### config.mk
export PLATFORM = sky130hd
export DESIGN_NAME = add64_pipe
export DESIGN_NICKNAME = d
export VERILOG_FILES = /design/src/rtl/add_pkg.sv /design/src/rtl/add64_core.sv /design/src/rtl/add64_pipe.sv
export SDC_FILE = /design/constraint.sdc
export NUM_CORES = 1
export LEC_CHECK = 0
export ABC_AREA = 0
export CORE_MARGIN = 3
export CORE_UTILIZATION = 50
export CTS_CLUSTER_DIAMETER = 50
export DETAILED_ROUTE_END_ITERATION = 8
export PLACE_DENSITY = 0.75
export SLEW_MARGIN = 15
export SYNTH_ARGS = -nofsm -noshare
export SYNTH_HDL_FRONTEND = slang
export SYNTH_SLANG_ARGS = --single-unit
### constraint.sdc
create_clock -name clk -period 7 [get_ports clk]
set_clock_uncertainty 0.2 [all_clocks]
set_input_delay 0.7 -clock clk [delete_from_list [all_inputs] [get_ports clk]]
set_output_delay 0.7 -clock clk [all_outputs]
set_load 0.01 [all_outputs]
### src/rtl/add_pkg.sv
// rtl/add_pkg.sv - shared widths, op encoding and result-flag bundle for the add64 pipeline
package add_pkg;

    localparam int DATA_W_DEF = 64;
    localparam int CNT_W_DEF  = 32;

    localparam logic OP_ADD = 1'b0;
    localparam logic OP_SUB = 1'b1;

    typedef struct packed {
        logic cout;
        logic ovf;
        logic zero;
    } res_flags_t;

endpackage

### src/rtl/add64_core.sv
// rtl/add64_core.sv - combinational carry-select adder
//
// Ports:
//   c_out  carry out of the MSB
//   sum    a + b + c_in modulo 2^W
//   a, b   operands
//   c_in   carry in
module add64_core #(
    parameter int W   = 64,
    parameter int BLK = 16
) (
    output logic         c_out,
    output logic [W-1:0] sum,
    input  logic [W-1:0] a,
    input  logic [W-1:0] b,
    input  logic         c_in
);

    localparam int NB = W / BLK;

    logic [NB:0] carry;

    assign carry[0] = c_in;

    // Each block precomputes its result for both possible incoming carries;
    // the ripple between blocks is then just a chain of muxes.
    for (genvar i = 0; i < NB; i++) begin : g_blk
        logic [BLK:0] r0;
        logic [BLK:0] r1;

        assign r0 = {1'b0, a[i*BLK +: BLK]} + {1'b0, b[i*BLK +: BLK]};
        assign r1 = r0 + {{BLK{1'b0}}, 1'b1};

        assign sum[i*BLK +: BLK] = carry[i] ? r1[BLK-1:0] : r0[BLK-1:0];
        assign carry[i+1]        = carry[i] ? r1[BLK]     : r0[BLK];
    end

    assign c_out = carry[NB];

endmodule

### src/rtl/add64_pipe.sv
// rtl/add64_pipe.sv - two-stage registered add/subtract pipeline with valid/ready on both sides
//
// Ports:
//   clk, rst_n              clock, asynchronous active-low reset
//   in_valid/in_ready       operand beat handshake
//   in_a, in_b              operands
//   in_cin                  carry in (ignored for subtract)
//   in_sub                  1 = A - B
//   out_valid/out_ready     result beat handshake
//   out_sum                 result
//   out_cout                carry out (subtract: 1 = no borrow)
//   out_ovf                 signed overflow
//   out_zero                out_sum == 0
//   ops_done                count of results handed off (wraps)
module add64_pipe
    import add_pkg::*;
#(
    parameter int DATA_W = DATA_W_DEF,
    parameter int CNT_W  = CNT_W_DEF
) (
    input  logic              clk,
    input  logic              rst_n,
    input  logic              in_valid,
    output logic              in_ready,
    input  logic [DATA_W-1:0] in_a,
    input  logic [DATA_W-1:0] in_b,
    input  logic              in_cin,
    input  logic              in_sub,
    output logic              out_valid,
    input  logic              out_ready,
    output logic [DATA_W-1:0] out_sum,
    output logic              out_cout,
    output logic              out_ovf,
    output logic              out_zero,
    output logic [CNT_W-1:0]  ops_done
);

    localparam int MSB = DATA_W - 1;

    logic [DATA_W-1:0] s1_a;
    logic [DATA_W-1:0] s1_b;
    logic              s1_cin;
    logic              s1_valid;
    logic              s1_ready;
    logic              s2_ready;

    logic [DATA_W-1:0] add_sum;
    logic              add_cout;
    res_flags_t        nxt_flags;

    logic [DATA_W-1:0] s2_sum;
    res_flags_t        s2_flags;

    // S2 frees up when empty or draining; S1 may then refill in the same cycle.
    assign s2_ready = !out_valid || out_ready;
    assign s1_ready = !s1_valid || s2_ready;
    assign in_ready = s1_ready;

    // Subtract is folded into the operand capture so the adder only ever adds.
    always_ff @(posedge clk or negedge rst_n) begin
        if (!rst_n) begin
            s1_valid <= 1'b0;
            s1_a     <= '0;
            s1_b     <= '0;
            s1_cin   <= 1'b0;
        end else if (s1_ready) begin
            s1_valid <= in_valid;
            if (in_valid) begin
                s1_a   <= in_a;
                s1_b   <= (in_sub == OP_SUB) ? ~in_b : in_b;
                s1_cin <= (in_sub == OP_SUB) ? 1'b1  : in_cin;
            end
        end
    end

    add64_core #(
        .W (DATA_W)
    ) u_core (
        .c_out (add_cout),
        .sum   (add_sum),
        .a     (s1_a),
        .b     (s1_b),
        .c_in  (s1_cin)
    );

    always_comb begin
        nxt_flags      = '0;
        nxt_flags.cout = add_cout;
        nxt_flags.ovf  = (s1_a[MSB] == s1_b[MSB]) && (add_sum[MSB] != s1_a[MSB]);
        nxt_flags.zero = (add_sum == '0);
    end

    // Data only loads on a real beat so a bubble leaves the last result visible.
    always_ff @(posedge clk or negedge rst_n) begin
        if (!rst_n) begin
            out_valid <= 1'b0;
            s2_sum    <= '0;
            s2_flags  <= '0;
        end else if (s2_ready) begin
            out_valid <= s1_valid;
            if (s1_valid) begin
                s2_sum   <= add_sum;
                s2_flags <= nxt_flags;
            end
        end
    end

    always_ff @(posedge clk or negedge rst_n) begin
        if (!rst_n) begin
            ops_done <= '0;
        end else if (out_valid && out_ready) begin
            ops_done <= ops_done + {{(CNT_W-1){1'b0}}, 1'b1};
        end
    end

    assign out_sum  = s2_sum;
    assign out_cout = s2_flags.cout;
    assign out_ovf  = s2_flags.ovf;
    assign out_zero = s2_flags.zero;

endmodule

# Yosys cells after proc, flatten, opt, wreduce, memory -nomap -nowiden
# Cells that the tools add are included.
[word_totals] reg_bits=230 inputBits=134 out_inout_bits=101 elab_cells=41
[classes] add_sub_neg=9 eq_ne=2 muxes=10 bitwise=1 reduce_logical=9
[ops] op="$add A16 B16 Y17" n=4
[ops] op="$add A17 B1 Y17 const B" n=4
[ops] op="$logic_not A64 Y1" n=1
[ops] op="$mux W16" n=4
[ops] op="$mux W64" n=1
[ops] op="$not A64 Y64" n=1
[ops] op="$add A32 B1 Y32 const B" n=1
[ops] op="$mux W1" n=5
[ops] op="$reduce_and A2 Y1" n=2
[ops] op="$logic_and A1 B1 Y1" n=2
[ops] op="$logic_not A1 Y1" n=2
[ops] op="$logic_or A1 B1 Y1" n=2
[ops] op="$eq A1 B1 Y1" n=1
[ops] op="$ne A1 B1 Y1" n=1

# Logic depth before layout (Yosys ltp)
# Gate-level depths: netlist of the first run.
[logic_depth] ltp_word=8 ltp_mapped=17 mapped_depth_nobuf=17

# By module
# A second synthesis of the first run with hierarchy kept.
[unflattened] cells_unflattened=1364 hier_area_um2=14044.7
[modules_own_cells] module="add64_pipe" instances=1 cells_each=712 area_per_inst_um2=9406.5 seq_area_each_um2=5755.5
[modules_own_cells] module="add64_core" instances=1 cells_each=652 area_per_inst_um2=4638.2 seq_area_each_um2=0.0

# Worst setup path before layout of the first run
# Ideal clock, no wire load.
[synth_path] kind="register -> register" start="register s1_a[16]" end="register s2_flags, in the netlist out_zero" setup_ns=0.077 arrival_time_ns=4.844 required_time_ns=6.723 slack_ns=1.880 path_stages_with_launch=16 n_path_buf=0 synth_period_minus_slack_ns=5.120 cell_sequence="dfrtp_1 -> ha_1 -> fa_1 -> a211oi_1 -> nor2_1 -> xor2_1 -> nand4_1 -> nor4b_1 -> or4b_2 -> nor4_2 -> nor4_4 -> xnor2_1 -> or4_4 -> a2111oi_2 -> nand4_1 -> o21ai_1"
[synth_via] elab_chain_cells=6 elab_cells_between_ends=8 classes_between="add/sub: 2; mux: 5; reduce/logical: 1"
[synth_rtl] element="start: declaration" line="add64_pipe.sv:40" rtl="logic [DATA_W-1:0] s1_a;"
[synth_rtl] element="start signal: assignment" line="add64_pipe.sv:69" rtl="s1_a <= in_a;"
[synth_rtl] element="$add A16 B16 Y17 *" line="add64_core.sv:31" rtl="assign r0 = {1'b0, a[i*BLK +: BLK]} + {1'b0, b[i*BLK +: BLK]};"
[synth_rtl] element="$add A17 B1 Y17" line="add64_core.sv:32" rtl="assign r1 = r0 + {{BLK{1'b0}}, 1'b1};"
[synth_rtl] element="$mux W1 (2 in a row)" line="add64_core.sv:35" rtl="assign carry[i+1] = carry[i] ? r1[BLK] : r0[BLK];"
[synth_rtl] element="$mux W16" line="add64_core.sv:34" rtl="assign sum[i*BLK +: BLK] = carry[i] ? r1[BLK-1:0] : r0[BLK-1:0];"
[synth_rtl] element="$logic_not A64 Y1 *" line="add64_pipe.sv:90" rtl="nxt_flags.zero = (add_sum == '0);"
[synth_rtl] element="end signal: assignment" line="add64_pipe.sv:103" rtl="s2_flags <= nxt_flags;"
[synth_rtl] element="end: declaration" line="add64_pipe.sv:52" rtl="res_flags_t s2_flags;"
# Mark *: on every way between the ends. The rest lies on a longest branch, timed or not.
# A chain may end at the register's enable or synchronous reset.

# Final worst setup path of the first run
# Same ends and word-level chain as after synthesis.

==> run summary, run 1 <==
========================================================================================
Setup TNS                                                                           0 ps
Number of post-CTS setup repair buffers                                                0
Core box area                                                                28940 sq um
Static power due to leakage                                                     7.663 nW
Mean instance size in the synthesized netlist                                9.392 sq um
Clock buffer count from CTS                                                           31
Share of flip-flops with an asynchronous set or reset                             100.0%
Number of search-and-repair iterations in the first detailed-routing pass              5
Net count, final                                                                    1995
Residual antenna-violating net count after detailed routing                            0
Final Core Density                                                                63.96%
Count of endpoints failing hold in the final timing report                             6
Number of buffers inserted for hold repair after clock tree synthesis                  0
Average wire length per cell after detail routing                           16.94 microns
CP required                                                                      7270 ps
Count of input and output buffers                                                    234
Sink count of the clock tree                                                         230
Cells taking the most area after synthesis                                  dfrtp_1, xnor2_1, ha_1
Slew margin rel.                                                                  25.20%
GRT Residual Overflow                                                                  0
Clock root buffer master                                                       clkbuf_16
Library cells used by synthesis                                                       99
Via count of the first global-routing pass                                        12.12k
Netlist area before placement                                                14800 sq um
Clock slew seen by the registers of the worst setup and hold paths                 50 ps
Initial Utilization                                                               51.15%
Number of endpoints failing setup at the final stage                                   0
Register area share after synthesis                                               38.88%
Initial antenna violation count                                                        0
Total instance count after detailed placement                                       2139
Chip Width                                                                  178.1 microns
Max Cap Violations                                                                     0
Share of the synthesized area in the top cell type                                38.88%
H-tree depth                                                                           1
Flip-flop and latch count after synthesis                                            230
Synth warn                                                                             0
Transition time of the tightest slew-check pin                                   1122 ps
Most repeated cell in the gate-level netlist after synthesis                     dfrtp_1
Clock latency on the worst-skew pair                                              550 ps
IR drop worst, VDD                                                              209.6 uV
Setup repair after global routing missed its margin                                   no
First DRT Iteration DRCs                                                             599
Largest net degree at the start of global routing                                    126
EDFF count, synth                                                                      0
Critical path data arrival time                                                  6410 ps
Failing checks                                                               hold timing
Setup slack of the most critical reg-to-reg path                                  860 ps
TritonCTS clock tree                                                               built
Endpoint type of the worst setup path                                               flop
Wire length of the first global-routing pass                                60260 microns
Ranking of synthesized cells by instance count                              dfrtp_1, nand2_1, xnor2_1
Post-Syn Nets                                                                       1783
IO Count                                                                             235
Shortest period the worst path allows                                            6140 ps
Proportion of layout cells with a drive suffix above 1                            10.04%
Startpoint types                                                                    flop
Highest Clock Rate                                                             162.9 MHz
Die outline area                                                             31700 sq um
Type of the most critical hold path                                             in2async
Die extent in y                                                             178.1 microns
Crit path max fanout                                                                  12
Cell taking the most area after synthesis                                        dfrtp_1
Final standard cell count with taps included and fillers excluded                   2196
Number of rows created at floorplan                                                   62
Cells after Synth                                                                   1576
Global-route usage over all layers                                                22.97%
Via density                                                                        5.648
Period utilization                                                                87.71%
CTS Buffer Depth                                                                       3
Total vias in the final route                                                     12.40k
Worst Path Class, Setup                                                          reg2reg
Total length of routed wires                                                37200 microns
Area added between synthesis and finish                                           25.03%
Filler instances                                                                    2402
Count of inserted antenna diode cells                                                  0
Final Wtd Congestion                                                              0.8577
Power density of the placed cells                                           347.6 nW/um^2
Post-DP HPWL                                                                27630 microns
Status                                                                      complete, but fails checks
Hold Slack                                                                     -17.70 ps
Number of pins with negative max-slew slack in the final report                        0
Post-CTS resize count                                                                  0
Most instantiated flip-flop cell in the synthesis netlist                        dfrtp_1
Remaining routing DRC violations                                                       0
========================================================================================
## state kept, by name (all words and copies together), names as in the netlist
name / cells
ops_done: 32
out_cout: 1
out_ovf: 1
out_sum: 64
out_valid: 1
out_zero: 1
s1_a: 64
s1_b: 64
s1_cin: 1
s1_valid: 1
## metrics by stage
step	area [sq um]	total power, mW	setup slack, ps
2_1_floorplan	14800	3.758	1880
3_3_place_gp	17430	4.755	1135
3_5_place_dp	17430	4.807	949.0
4_1_cts	18510	6.460	930.1
5_1_grt	18510	6.859	335.9
6_report	18510	6.432	860.4
## layer usage
layer  wire (microns)  GRT usage (%)
met5                0              0
met4              889          5.988
met3             2375          3.491
met2            17560          38.27
met1            16380          31.40
## cell usage in the layout (no fill, tap or decap), drive strengths merged, types with 5 or more instances in the layout
cell           synthesis  layout
clkdlybuf4s50          0     232
dfrtp                230     230
nand2                224     224
o21ai                150     150
xnor2                149     149
nor2                  78      78
ha                    69      69
mux2                  68      68
xor2                  58      58
nand3                 46      46
a21oi                 46      46
clkbuf                52      45
nor3                  39      39
inv                   29      32
nand4                 24      24
a21o                  24      24
or3                   19      19
a211oi                17      17
and3                  16      16
o21a                  15      15
a31oi                 14      14
nor4                  12      12
o2111ai               11      11
nor2b                 10      10
or2                   10      10
nand2b                 9       9
and2                   9       9
o211ai                 8       8
o31ai                  8       8
and4                   8       8
nor4b                  8       8
or4                    8       8
buf                    9       8
a211o                  7       7
mux2i                  6       6
nand3b                 5       5
o211a                  5       5
nor3b                  5       5
a22oi                  5       5
a221oi                 5       5
## critical path, stage by stage (launching register included)
cell,delay [ps]
dfrtp_1,370
ha_1,230
fa_1,410
a211oi_1,520
nor2_1,130
xor2_1,390
nand4_1,220
nor4b_1,540
or4b_2,670
nor4_2,590
nor4_4,170
xnor2_1,730
o21ai_0,280
a2111oi_2,340
nand4_1,140
o21ai_1,140
## final timing paths
kind                                to  depth (start not counted)   startpoint
min                        ops_done[7]                          1        rst_n
max                           out_zero                         15     s1_a[16]
max in group asynchronous     s1_a[30]                          2        rst_n
max reg2reg                   out_zero                         15     s1_a[16]
min in group clk           out_sum[26]                          2  out_sum[26]
min reg2reg                out_sum[26]                          2  out_sum[26]
## logic make-up (layout without fill, tap and decap cells)
logic type | count (synthesis) | in the layout | share of synthesized area [%]
buffers and inverters | 90 | 326 | 2.561
muxes | 74 | 74 | 5.579
and+or+nand+nor | 543 | 543 | 18.20
DFF | 230 | 230 | 38.88
AOI/OAI and AO/OA | 359 | 359 | 16.15
xor gates and xnor gates | 207 | 207 | 12.25
adders and majority gates | 73 | 73 | 6.374
## cell type report
type	count	area, sq um	share of cell area, %
sequential	230	5756	31.10
clock inverter	12	158.9	0.8586
inverter	29	108.9	0.5882
timing repair buffer	240	2402	12.98
tap	384	480.5	2.596
multi-input combinational	1256	8682	46.91
clock buffer	45	918.4	4.962
## where the power goes
part           leakage (nW)  internal, mW  switching, mW
clock network         0.525          1.02          0.601
registers              2.82          1.65          0.229
logic                  4.32          1.31           1.63
No activity file was read; power rests on OpenSTA's default activity.
==> inputs of run 2 (changes only) <==
CORE_MARGIN = not set   (was 3)
CTS_BUF_LIST = sky130_fd_sc_hd__clkbuf_2   (was not set)
==> run summary, run 2 (synthesis results as in run 1) <==
========================================================================================
IR drop worst, VDD                                                              151.2 uV
Sink count of the clock tree                                                         230
Die outline area                                                             30300 sq um
Net count, final                                                                    2024
Number of rows created at floorplan                                                   62
Placed cell areas                                                            17420 sq um
Residual antenna-violating net count after detailed routing                            0
Power density of the placed cells                                           317.2 nW/um^2
Type of the most critical hold path                                               in2reg
Total vias in the final route                                                     12.49k
Post-DP HPWL                                                                27070 microns
Core box area                                                                28940 sq um
Sequential cell area                                                          5756 sq um
Crit path max fanout                                                                  11
Average wire length per cell after detail routing                           16.29 microns
TritonCTS clock tree                                                               built
Post-CTS resize count                                                                  0
Total power                                                                     5.702 mW
Count of input and output buffers                                                    234
Total instance count after detailed placement                                       2138
Filler instances                                                                    2492
Remaining routing DRC violations                                                       0
Setup TNS                                                                           0 ps
Via density                                                                        5.554
Area added between synthesis and finish                                           21.43%
IO Count                                                                             235
Clock latency on the worst-skew pair                                              900 ps
Clock slew seen by the registers of the worst setup and hold paths                100 ps
Top library cells by usage in the layout, fill and taps aside               clkdlybuf4s50_1, dfrtp_1, nand2_1, xnor2_1, o21ai_0
First DRT Iteration DRCs                                                             620
Clock buffer count from CTS                                                           60
Final Wtd Congestion                                                              0.8873
Final standard cell count with taps included and fillers excluded                   2249
Period utilization                                                                86.68%
Initial antenna violation count                                                        1
Count of endpoints failing hold in the final timing report                             0
Wire length of the first global-routing pass                                61160 microns
Via count of the first global-routing pass                                        12.33k
Status                                                                      finished, final reports clean
Chip Width                                                                  174.1 microns
Number of endpoints failing setup at the final stage                                   0
CP required                                                                      7630 ps
Worst Path Class, Setup                                                          reg2reg
CTS Buffer Depth                                                                       3
Critical path data arrival time                                                  6700 ps
Setup repair after global routing missed its margin                                   no
Highest Clock Rate                                                             164.8 MHz
Number of search-and-repair iterations in the first detailed-routing pass              5
Transition time of the tightest slew-check pin                                   1176 ps
GRT Residual Overflow                                                                  0
Max Cap Violations                                                                     0
Static power due to leakage                                                     7.531 nW
Largest net degree at the start of global routing                                    126
Design area                                                                  17970 sq um
Area of the multi-input gates                                                 8691 sq um
Die extent in y                                                             174.1 microns
Number of pins with negative max-slew slack in the final report                        0
Global-route usage over all layers                                                24.39%
Most common cell after layout, fill and taps aside                          clkdlybuf4s50_1
H-tree depth                                                                           2
Total length of routed wires                                                36640 microns
Endpoint type of the worst setup path                                               flop
Shortest period the worst path allows                                            6068 ps
Slew margin rel.                                                                  21.57%
Proportion of layout cells with a drive suffix above 1                            11.75%
Startpoint types                                                                    flop
Clock root buffer master                                                        clkbuf_2
Initial Utilization                                                               51.15%
========================================================================================
==> run 2: report_power, final <==
| group | internal, mW | switching [mW] | total, mW |
|---|---|---|---|
| clock | 0.330 | 0.577 | 0.907 |
| combinational | 1.31 | 1.61 | 2.93 |
| sequential | 1.64 | 0.228 | 1.87 |
==> run 2: what timing repair did <==
item                                   4_1_cts  5_1_grt
setup buffers                                0        0
setup endpoints to repair                    0        0
hold buffers                                 1        0
endpoints found under the hold margin      118        0
==> run 2: path summary, 6_finish.rpt <==
kind | start | endpoint | slack, ps | cells after the start
worst min-delay path | in_a[56] | s1_a[56] | 200 | 2
worst max-delay path | s1_a[16] | out_zero | 930 | 15
min in group asynchronous | rst_n | ops_done[1] | 310 | 2
worst min register to register | out_sum[26] | out_sum[26] | 280 | 2
worst max register to register | s1_a[16] | out_zero | 930 | 15
max in group asynchronous | rst_n | s1_b[41] | 5000 | 3
==> run 2: final cells by class <==
cell class | instances | area share (%)
Antenna cell | 1 | 0.01392
Sequential cell | 230 | 32.02
Clock inverter | 25 | 0.6126
Tap cell | 384 | 2.673
Clock buffer | 84 | 2.339
Timing Repair Buffer | 240 | 13.38
Inverter | 29 | 0.6056
Multi-Input combinational cell | 1256 | 48.35
==> run 2: layer usage <==
layer  wire, microns  share of wire (%)  track usage, %  vias up
met5               0                  0               0        -
met2           17200                 47           40.40      335
met1           16830                 46           32.77     5909
met3            2021                5.5           4.593       63
met4             586                1.6           6.250        0
li1                -                  -               -     6185
==> run 2: stage by stage <==
| stage | setup slack [ps] | hold slack, ps | util, % |
|---|---|---|---|
| final | 932.4 | 203.5 | 62.12 |
| after detailed placement | 908.2 | 264.5 | 60.21 |
| after global placement | 1130 | 254.0 | 60.21 |
| after CTS | 930.2 | 127.8 | 62.08 |
| after global routing | 385.7 | 127.1 | 62.12 |
| after floorplan | 1880 | 204.4 | - |
==> run 2: worst max-delay path: stages (launching register included) <==
cell,delay (ps)
dfrtp_1,390
ha_1,220
fa_1,410
a211oi_1,430
nor2_1,120
xor2_1,360
nand4_1,210
nor4b_1,520
or4b_2,670
nor4_2,620
nor2_1,380
nor4b_1,310
a31oi_1,60
a2111oi_0,750
o2111ai_1,220
o21ai_1,160
